<file path="src/rtl/u_ifu_pkg.sv">
`default_nettype none
// ============================================================================
// Module      : u_ifu_pkg
// Description : Shared types and constants for the instruction fetch unit.
// Revision    : 1.0 - initial release
// ============================================================================
package u_ifu_pkg;

    typedef struct packed {
        logic [31:0] pc;
        logic [31:0] ins;
    } fetch_ent_t;

    localparam int INS_BYTES = 4;

endpackage
`default_nettype wire

</file>
<file path="src/rtl/u_fifo_sync.sv">
`default_nettype none
// ============================================================================
// Module      : u_fifo_sync
// Description : Synchronous FIFO with clear, combinational head read.
// Revision    : 1.0 - initial release
// ============================================================================
module u_fifo_sync #(
    parameter type T     = logic [63:0],
    parameter int  DEPTH = 4
) (
    input  logic                     clk,
    input  logic                     rst,
    input  logic                     push,
    input  logic                     pop,
    input  logic                     clr,
    input  T                         din,
    output T                         dout,
    output logic                     full,
    output logic                     empty,
    output logic [$clog2(DEPTH):0]   count
);

    localparam int            PW      = $clog2(DEPTH);
    localparam logic [PW:0]   C_DEPTH = DEPTH[PW:0];

    T              r_mem [DEPTH];
    logic [PW-1:0] r_wptr;
    logic [PW-1:0] r_rptr;
    logic [PW:0]   r_count;

    always_ff @(posedge clk or posedge rst) begin
        if (rst) begin
            r_wptr  <= '0;
            r_rptr  <= '0;
            r_count <= '0;
            for (int i = 0; i < DEPTH; i++) begin
                r_mem[i] <= '0;
            end
        end else if (clr) begin
            r_wptr  <= '0;
            r_rptr  <= '0;
            r_count <= '0;
        end else begin
            if (push) begin
                r_mem[r_wptr] <= din;
                r_wptr        <= r_wptr + 1'b1;
            end
            if (pop) begin
                r_rptr <= r_rptr + 1'b1;
            end
            case ({push, pop})
                2'b10:   r_count <= r_count + 1'b1;
                2'b01:   r_count <= r_count - 1'b1;
                default: r_count <= r_count;
            endcase
        end
    end

    assign dout  = r_mem[r_rptr];
    assign count = r_count;
    assign full  = (r_count == C_DEPTH);
    assign empty = (r_count == '0);

    a_no_overflow:  assert property (@(posedge clk) disable iff (rst) !(push && full));
    a_no_underflow: assert property (@(posedge clk) disable iff (rst) !(pop && empty));

endmodule
`default_nettype wire

</file>
<file path="src/rtl/u_ifu_q.sv">
`default_nettype none
// ============================================================================
// Module      : u_ifu_q
// Description : Instruction fetch unit with credit-controlled decoupled queue.
// Revision    : 1.0 - initial release
// ============================================================================
module u_ifu_q
    import u_ifu_pkg::*;
#(
    parameter int          AW       = 16,
    parameter logic [31:0] RESET_PC = 32'h0,
    parameter int          QDEPTH   = 4
) (
    input  logic          clk,
    input  logic          rst,
    input  logic          flush,
    input  logic          redirect,
    input  logic [31:0]   redirect_pc,
    output logic          ifu_vld,
    input  logic          ifu_rdy,
    output logic [31:0]   ifu_pc,
    output logic [31:0]   ifu_ins,
    output logic [AW-1:0] ins_a,
    output logic          ins_e,
    input  logic [31:0]   ins
);

    localparam int          CW       = $clog2(QDEPTH) + 1;
    localparam logic [CW:0] C_QDEPTH = QDEPTH[CW:0];

    logic [31:0]   r_pc;
    logic [31:0]   r_infl_pc;
    logic          r_infl;

    logic          w_kill;
    logic          w_push;
    logic          w_pop;
    logic          w_full;
    logic          w_empty;
    logic [CW-1:0] w_count;
    logic [CW:0]   w_credit;
    logic [31:0]   w_replay_pc;
    fetch_ent_t    w_din;
    fetch_ent_t    w_head;

    assign w_kill = redirect | flush;

    // A pop in the same cycle is deliberately not credited: keeps the issue path
    // independent of decode's ready.
    assign w_credit = {1'b0, w_count} + {{CW{1'b0}}, r_infl};
    assign ins_e    = !rst && !w_kill && (w_credit < C_QDEPTH);
    assign ins_a    = r_pc[AW-1:0];

    // Oldest PC not yet handed to decode: queue head, else the in-flight read.
    assign w_replay_pc = !w_empty ? w_head.pc : (r_infl ? r_infl_pc : r_pc);

    always_ff @(posedge clk or posedge rst) begin
        if (rst) begin
            r_pc      <= RESET_PC;
            r_infl    <= 1'b0;
            r_infl_pc <= '0;
        end else begin
            r_infl <= ins_e;
            if (redirect) begin
                r_pc <= redirect_pc & ~32'h3;
            end else if (flush) begin
                r_pc <= w_replay_pc;
            end else if (ins_e) begin
                r_infl_pc <= r_pc;
                r_pc      <= r_pc + 32'(INS_BYTES);
            end
        end
    end

    assign w_push    = r_infl && !w_kill;
    assign w_pop     = ifu_vld && ifu_rdy;
    assign w_din.pc  = r_infl_pc;
    assign w_din.ins = ins;

    u_fifo_sync #(
        .T     (fetch_ent_t),
        .DEPTH (QDEPTH)
    ) u_queue (
        .clk   (clk),
        .rst   (rst),
        .push  (w_push),
        .pop   (w_pop),
        .clr   (w_kill),
        .din   (w_din),
        .dout  (w_head),
        .full  (w_full),
        .empty (w_empty),
        .count (w_count)
    );

    assign ifu_vld = !w_empty;
    assign ifu_pc  = w_head.pc;
    assign ifu_ins = w_head.ins;

    a_credit_ok: assert property (@(posedge clk) disable iff (rst) !(w_push && w_full));

endmodule
`default_nettype wire

</file>
<file path="config.mk">
export PLATFORM = sky130hd
export DESIGN_NAME = u_ifu_q
export DESIGN_NICKNAME = d
export VERILOG_FILES = /design/src/rtl/u_ifu_pkg.sv /design/src/rtl/u_fifo_sync.sv /design/src/rtl/u_ifu_q.sv
export SDC_FILE = /design/constraint.sdc
export NUM_CORES = 1
export LEC_CHECK = 0
export BUFFER_PORTS_ARGS = -buffer_cell sky130_fd_sc_hd__buf_2
export CAP_MARGIN = 0
export CORE_ASPECT_RATIO = 1.75
export CORE_MARGIN = 2
export CORE_UTILIZATION = 48
export CTS_CLUSTER_SIZE = 8
export DETAILED_ROUTE_END_ITERATION = 16
export PLACE_DENSITY = 0.76
export RECOVER_POWER = 50
export SETUP_SLACK_MARGIN = 0.05
export SLEW_MARGIN = 40
export SYNTH_ARGS = -nofsm -noshare
export SYNTH_HDL_FRONTEND = slang
export SYNTH_SLANG_ARGS = --single-unit
</file>
<file path="constraint.sdc">
create_clock -name clk -period 13.4 [get_ports clk]
set_input_delay 1.34 -clock clk [delete_from_list [all_inputs] [get_ports clk]]
set_output_delay 1.34 -clock clk [all_outputs]
set_load 0.005 [all_outputs]
</file>
Yosys cells after proc, flatten, opt, wreduce, memory -nomap -nowiden

Cells that the tools add are included.

Register bits after elaboration: 328
Bits in latches: 0
RAM bits: 0
Memory bits (read-only): 0
Input bits: 69
Output and inout bits: 82
Word-level logic and storage cells: 66
Memories kept: 0

Add/sub/neg operators: 6
$mul: 0
Div/mod/pow operators: 0
Magnitude comparators: 4
Equality and inequality tests: 3
Shifts and indexed selects: 0
Muxes and demuxes: 17
Bitwise gates (word level): 6
Reduce and logical (&&, ||, !) cells: 16

Operators with widths:

| kind                                                       | count |
|---|---|
| bitwise mux 256 bit                                        | 1 |
| 2-to-1 mux 64 bit                                          | 3 |
| 2-to-1 mux 32 bit                                          | 5 |
| binary-select mux 64 bit (select 2 bit)                    | 1 |
| demux 64 bit (select 2 bit)                                | 1 |
| adder 32 x 3 -> 32 bit, second input constant              | 1 |
| 2-to-1 mux 2 bit                                           | 4 |
| >= comparator 3 bit, second input constant                 | 2 |
| NOT 2 -> 3 bit                                             | 2 |
| case mux 3 bit (2 select lines)                            | 1 |
| nonzero test 3 bit                                         | 2 |
| logical AND 1 bit                                          | 5 |
| adder 2 x 1 -> 2 bit, second input constant                | 2 |
| adder 3 x 1 -> 4 bit                                       | 1 |
| less-than comparator 4 x 3 -> 1 bit, second input constant | 1 |
| != test 4 bit, second input constant                       | 1 |
| AND reduction 2 bit                                        | 2 |
| nonzero test 2 bit                                         | 2 |
| adder 3 x 1 -> 3 bit, second input constant                | 1 |
| zero test 1 bit                                            | 3 |
| zero test 3 bit                                            | 1 |
| less-than comparator 3 x 1 -> 1 bit, second input constant | 1 |
| 2-to-1 mux 3 bit                                           | 1 |
| NOT 1 bit                                                  | 3 |
| other kinds (5)                                            | 5 |

Longest topological paths before layout

Depth in word-level cells: 7
Depth in mapped cells: 8
Depth with buffers taken out: 8

Cells and area by module

Synthesis repeated with hierarchy kept, for this count alone.

Cells, all modules: 1161
Area, all modules: 16898.7 µm²

Modules (own cells, without submodules):

| module      | instances | cells an instance | area an instance (µm²) | sequential area each (µm²) |
|---|---|---|---|---|
| u_fifo_sync | 1         | 659               | 12728.5                | 6581.3 |
| u_ifu_q     | 1         | 502               | 4170.2                 | 1626.6 |

Worst setup path before layout

Ideal clock, no wire load.

Path kind: in2out
From: in redirect
To: out ins_e
Data arrival time: 2.323 ns
Data required time: 12.060 ns
Slack: 9.737 ns
Stages on the path: 5
Buffers on the path: 2
Cells stage by stage: nor2_2 -> nand3_1 -> inv_1 -> buf_2 -> buf_1

Longest elaborated chain between the ends: 4

Ends and longest elaborated chain:

| item                           | line          | source |
|---|---|---|
| start: declaration             | u_ifu_q.sv:17 | `input logic redirect,` |
| OR 1 bit                       | u_ifu_q.sv:46 | `assign w_kill = redirect \| flush;` |
| zero test 1 bit                | u_ifu_q.sv:51 | `assign ins_e = !rst && !w_kill && (w_credit < C_QDEPTH);` |
| logical AND 1 bit (2 in a row) | u_ifu_q.sv:51 |  |
| end: declaration               | u_ifu_q.sv:24 | `output logic ins_e,` |

No other way between the ends.

Final worst setup path

From: in flush
To: reg r_pc[18]

Longest elaborated chain between the ends: 6
Elaborated cells between the ends (all ways): 9
Those cells by class: 1 x eq/ne; 2 x mux; 1 x bitwise; 5 x reduce/logical

Ends and longest elaborated chain:

| item                           | line          | source |
|---|---|---|
| start: declaration             | u_ifu_q.sv:16 | `input logic flush,` |
| OR 1 bit                       | u_ifu_q.sv:46 |  |
| zero test 1 bit                | u_ifu_q.sv:51 |  |
| logical AND 1 bit (2 in a row) | u_ifu_q.sv:51 |  |
| nonzero test 3 bit (no line)   | n/a           |  |
| AND reduction 2 bit (no line)  | n/a           |  |
| end signal: assignment         | u_ifu_q.sv:65 | `r_pc <= redirect_pc & ~32'h3;` |
| end signal: assignment         | u_ifu_q.sv:67 | `r_pc <= w_replay_pc;` |
| end signal: assignment         | u_ifu_q.sv:70 | `r_pc <= r_pc + 32'(INS_BYTES);` |
| end: declaration               | u_ifu_q.sv:31 | `logic [31:0] r_pc;` |

Parallel ways exist; a longest one is shown, timed or not.
A chain may end at the register's enable or synchronous reset.

==> impl_metrics.csv <==
group,metric,value,unit
worst_hold_path,min_from,"u_queue.r_mem[210]",
worst_hold_path,whs_path_depth,1,
worst_setup_path,start_kind,"input pin",
sta,max_freq,137.5,MHz
global_routing,antenna_found_initial,1,
cts,cts_sinks,328,
final_layout,final_cells,1693,
pwr,clock_power_share,40.5,%
die,initial_core_util,48.43,%
final_layout,final_cell_mix,"dfrtp_1, mux2_2, nand2_1, buf_2, mux4_2",
sta,timing.slew.headroom,-268.1,%
die,die_area,33910,um2
route,drt_iter0_markers,688,
yosys,synthCells,1176,
global_routing,grt_pass1_vias,11592,
final_layout,layout_commonest_cell,"dfrtp_1",
yosys,synth_cell_type_count,70,
cts,cts_post_setup_buffers_inserted,0,
worst_setup_path,critical_path_class,"input pin to flip-flop",
worst_hold_path,min_to,"u_queue.r_mem[210]",
worst_setup_path,crit_chain,"buf_2 -> clkbuf_1 -> nor2_1 -> nand3_1 -> clkbuf_1 -> nand2_1 -> a21oi_1 -> a21oi_1",
sta,setup_viol,0,
pwr,switching_power,0.6493,mW
worst_setup_path,worstPathRequired,13800,ps
yosys,syn-cell-area,15550,um2
cts,numCtsBuffers,46,
cts,cts.repair.resized,0,
final_layout,drive_above_1_share,41.92,%
worst_setup_path,crit_buf_inv,3,
sta,fin_crit_sh,54.29,%
global_routing,grt_use_met3,4.092,%
final_layout,num-nets-final,1367,
global_routing,grt_max_degree,127,
global_routing,overflow,0,
cts,cts-root-buf,"clkbuf_16",
yosys,ys_async_sr_fraction,100.0,%
worst_setup_path,slowest_delay,1620,ps
sta,drv_slew,292,
sta,period_needed,7274,ps
cts,clock_latency,570,ps
run_status,violations,"design-rule violations, max-capacitance violations, max-slew violations",
pwr,power_density,142.5,nW/um2
global_routing,grt_use_met2,41.81,%
worst_setup_path,rr_endpoint,"r_pc[18]",
pwr,peakVddDrop,0.1164,mV
die,core-area,32110,um2
cts,ctsHoldBuffers,0,
route,vias_per_cell,6.144,
die,die_w,140.1,um
pwr,power.leakage,8.222,nW
cts,clkSlewWorstSetupHoldPaths,50,ps
global_routing,grt_pass1_wl,63010,um
sta,tightest_slew,5491,ps
worst_setup_path,arrival,7670,ps
yosys,ys_ff_latch,328,
pwr,seq_power_share,46.3,%
route,vias,10402,
route,postRouteAntennaNets,0,
placement,dp_hpwl,24590,um
final_layout,antennaDiodeCount,0,
global_routing,use_met1,26.95,%
yosys,ys.flop_type,"dfrtp_1",
cts,tritoncts,"built",
placement,portBuffers,148,
route,firstDrtPassIters,12,
cts,htreeDepth,2,
run_status,status,"complete, but fails checks",
sta,grt_setup_unrepaired,"false",
yosys,ys_warn_count,0,
worst_setup_path,rrSetupSlack,9100,ps
worst_setup_path,path_max_fanout,47,
worst_setup_path,r2r_cells,6,
worst_setup_path,reg2reg_from,"r_infl",
pwr,power_switching_share,25.95,%
job,maxCapViolations,6,
route,wirelength,39330,um
pwr,pwr-share-comb,13.2,%
worst_setup_path,cpLargestDelayFamily,"buffers and inverters",
global_routing,grt_usage,23.55,%
worst_setup_path,end_kind,"flip-flop",
cts,clockBufferDepth,3,
placement,place_congestion,0.8651,
yosys,avgSynthCellArea,13.22,um2
die,num_rows,87,
global_routing,top_usage_layer,"met2",
yosys,synth_edf_count,0,
sta,fin_setup_tns,0,ps
worst_hold_path,hold_class,"flip-flop to flip-flop",
route,wire_per_inst,23.23,um
die,io_pins,151,
die,die_h,242.1,um
pwr,p_int,1.853,mW
placement,placedCellCount,1643,
worst_setup_path,crit_slowest_cell,"clkbuf_1",
yosys,ys_seq_area_share,52.78,%
sta,timing_hold_violations_final,0,
sta,clock_skew,35.88,ps
route,route.detailed.drc,9,
final_layout,area_growth,12.93,%
yosys,synth_nets,1252,
## flip-flops by register name, indices dropped and copies added, names as in the netlist
register,cells
u_queue.count,3
r_infl_pc,32
r_infl,1
u_queue.r_wptr,2
u_queue.r_rptr,2
u_queue.r_mem,256
r_pc,32
## worst register-to-register path: stages (launching register included)
cell	delay, ps
dfrtp_1	570
nand3_1	220
nand3_1	200
clkbuf_1	1610
nand2_1	1090
a21oi_1	380
a21oi_1	70
## worst max-delay path by stage
stage / from / endpoint / slack (ps) / cells past startpoint
2_1_floorplan: rst / r_infl / 2980 / 1
3_3_place_gp: redirect / u_queue.r_mem[136] / 8680 / 6
3_5_place_dp: redirect / u_queue.r_mem[220] / 8790 / 6
4_1_cts: redirect / ins_e / 8900 / 6
5_1_grt: flush / r_pc[14] / 5900 / 8
6_report: flush / r_pc[18] / 6130 / 8
## cell type report
class | instances | area [um2]
Clock buffer | 47 | 1155
Clock inverter | 3 | 33.78
Fill cell | 2608 | 14550
Inverter | 16 | 61.31
Multi-Input combinational cell | 734 | 6715
Sequential cell | 328 | 8215
Tap cell | 400 | 500.5
Timing Repair Buffer | 165 | 882.1
## logic make-up after synthesis
group | synth area share (%)
compound gates | 6.267
buf+inv | 4.159
mux | 28.20
flops | 52.78
simple gates | 7.426
fa+ha+maj | 0.6114
xor+xnor | 0.5632
## power groups by stage
stage / combinational [mW] / clock [mW] / sequential (mW)
2_1_floorplan: 0.226 / 0 / 1.14
3_3_place_gp: 0.321 / 0 / 1.16
3_5_place_dp: 0.334 / 0 / 1.17
4_1_cts: 0.336 / 1.04 / 1.16
5_1_grt: 0.362 / 1.07 / 1.17
6_report: 0.330 / 1.01 / 1.16
## routing by layer
layer	up-vias	wire length [um]	share of wire [%]
met3	134	2096	5.3
met4	2	2003	5.1
met5	-	14	0.036
li1	4479	-	-
met2	388	20930	53
met1	5399	14280	36
## synthesized netlist by cell type, drive strengths merged (10+ instances only)
master	n	share of area, %
mux2	257	19
inv	15	0.36
nor2	22	0.56
buf	75	3.0
mux4	64	9.3
nand2	150	3.6
a31oi	11	0.44
dfrtp	328	53
and3	13	0.57
o21ai	35	1.1
nand3	25	0.89
clkbuf	23	0.75
a22oi	10	0.48
a21oi	26	0.84
## per-stage QoR
stage	hold WS [ps]	setup slack (ps)	area, um2	util, %	power, mW
after floorplan	461.9	2977	15550	-	1.368
after global placement	480.5	8685	16360	50.94	1.485
after detailed placement	490.1	8791	16430	51.17	1.506
after CTS	501.1	8896	17620	54.87	2.530
after global routing	509.1	5901	17560	54.69	2.605
final	499.7	6126	17560	54.69	2.502
Power figures use the tool's default switching activity.
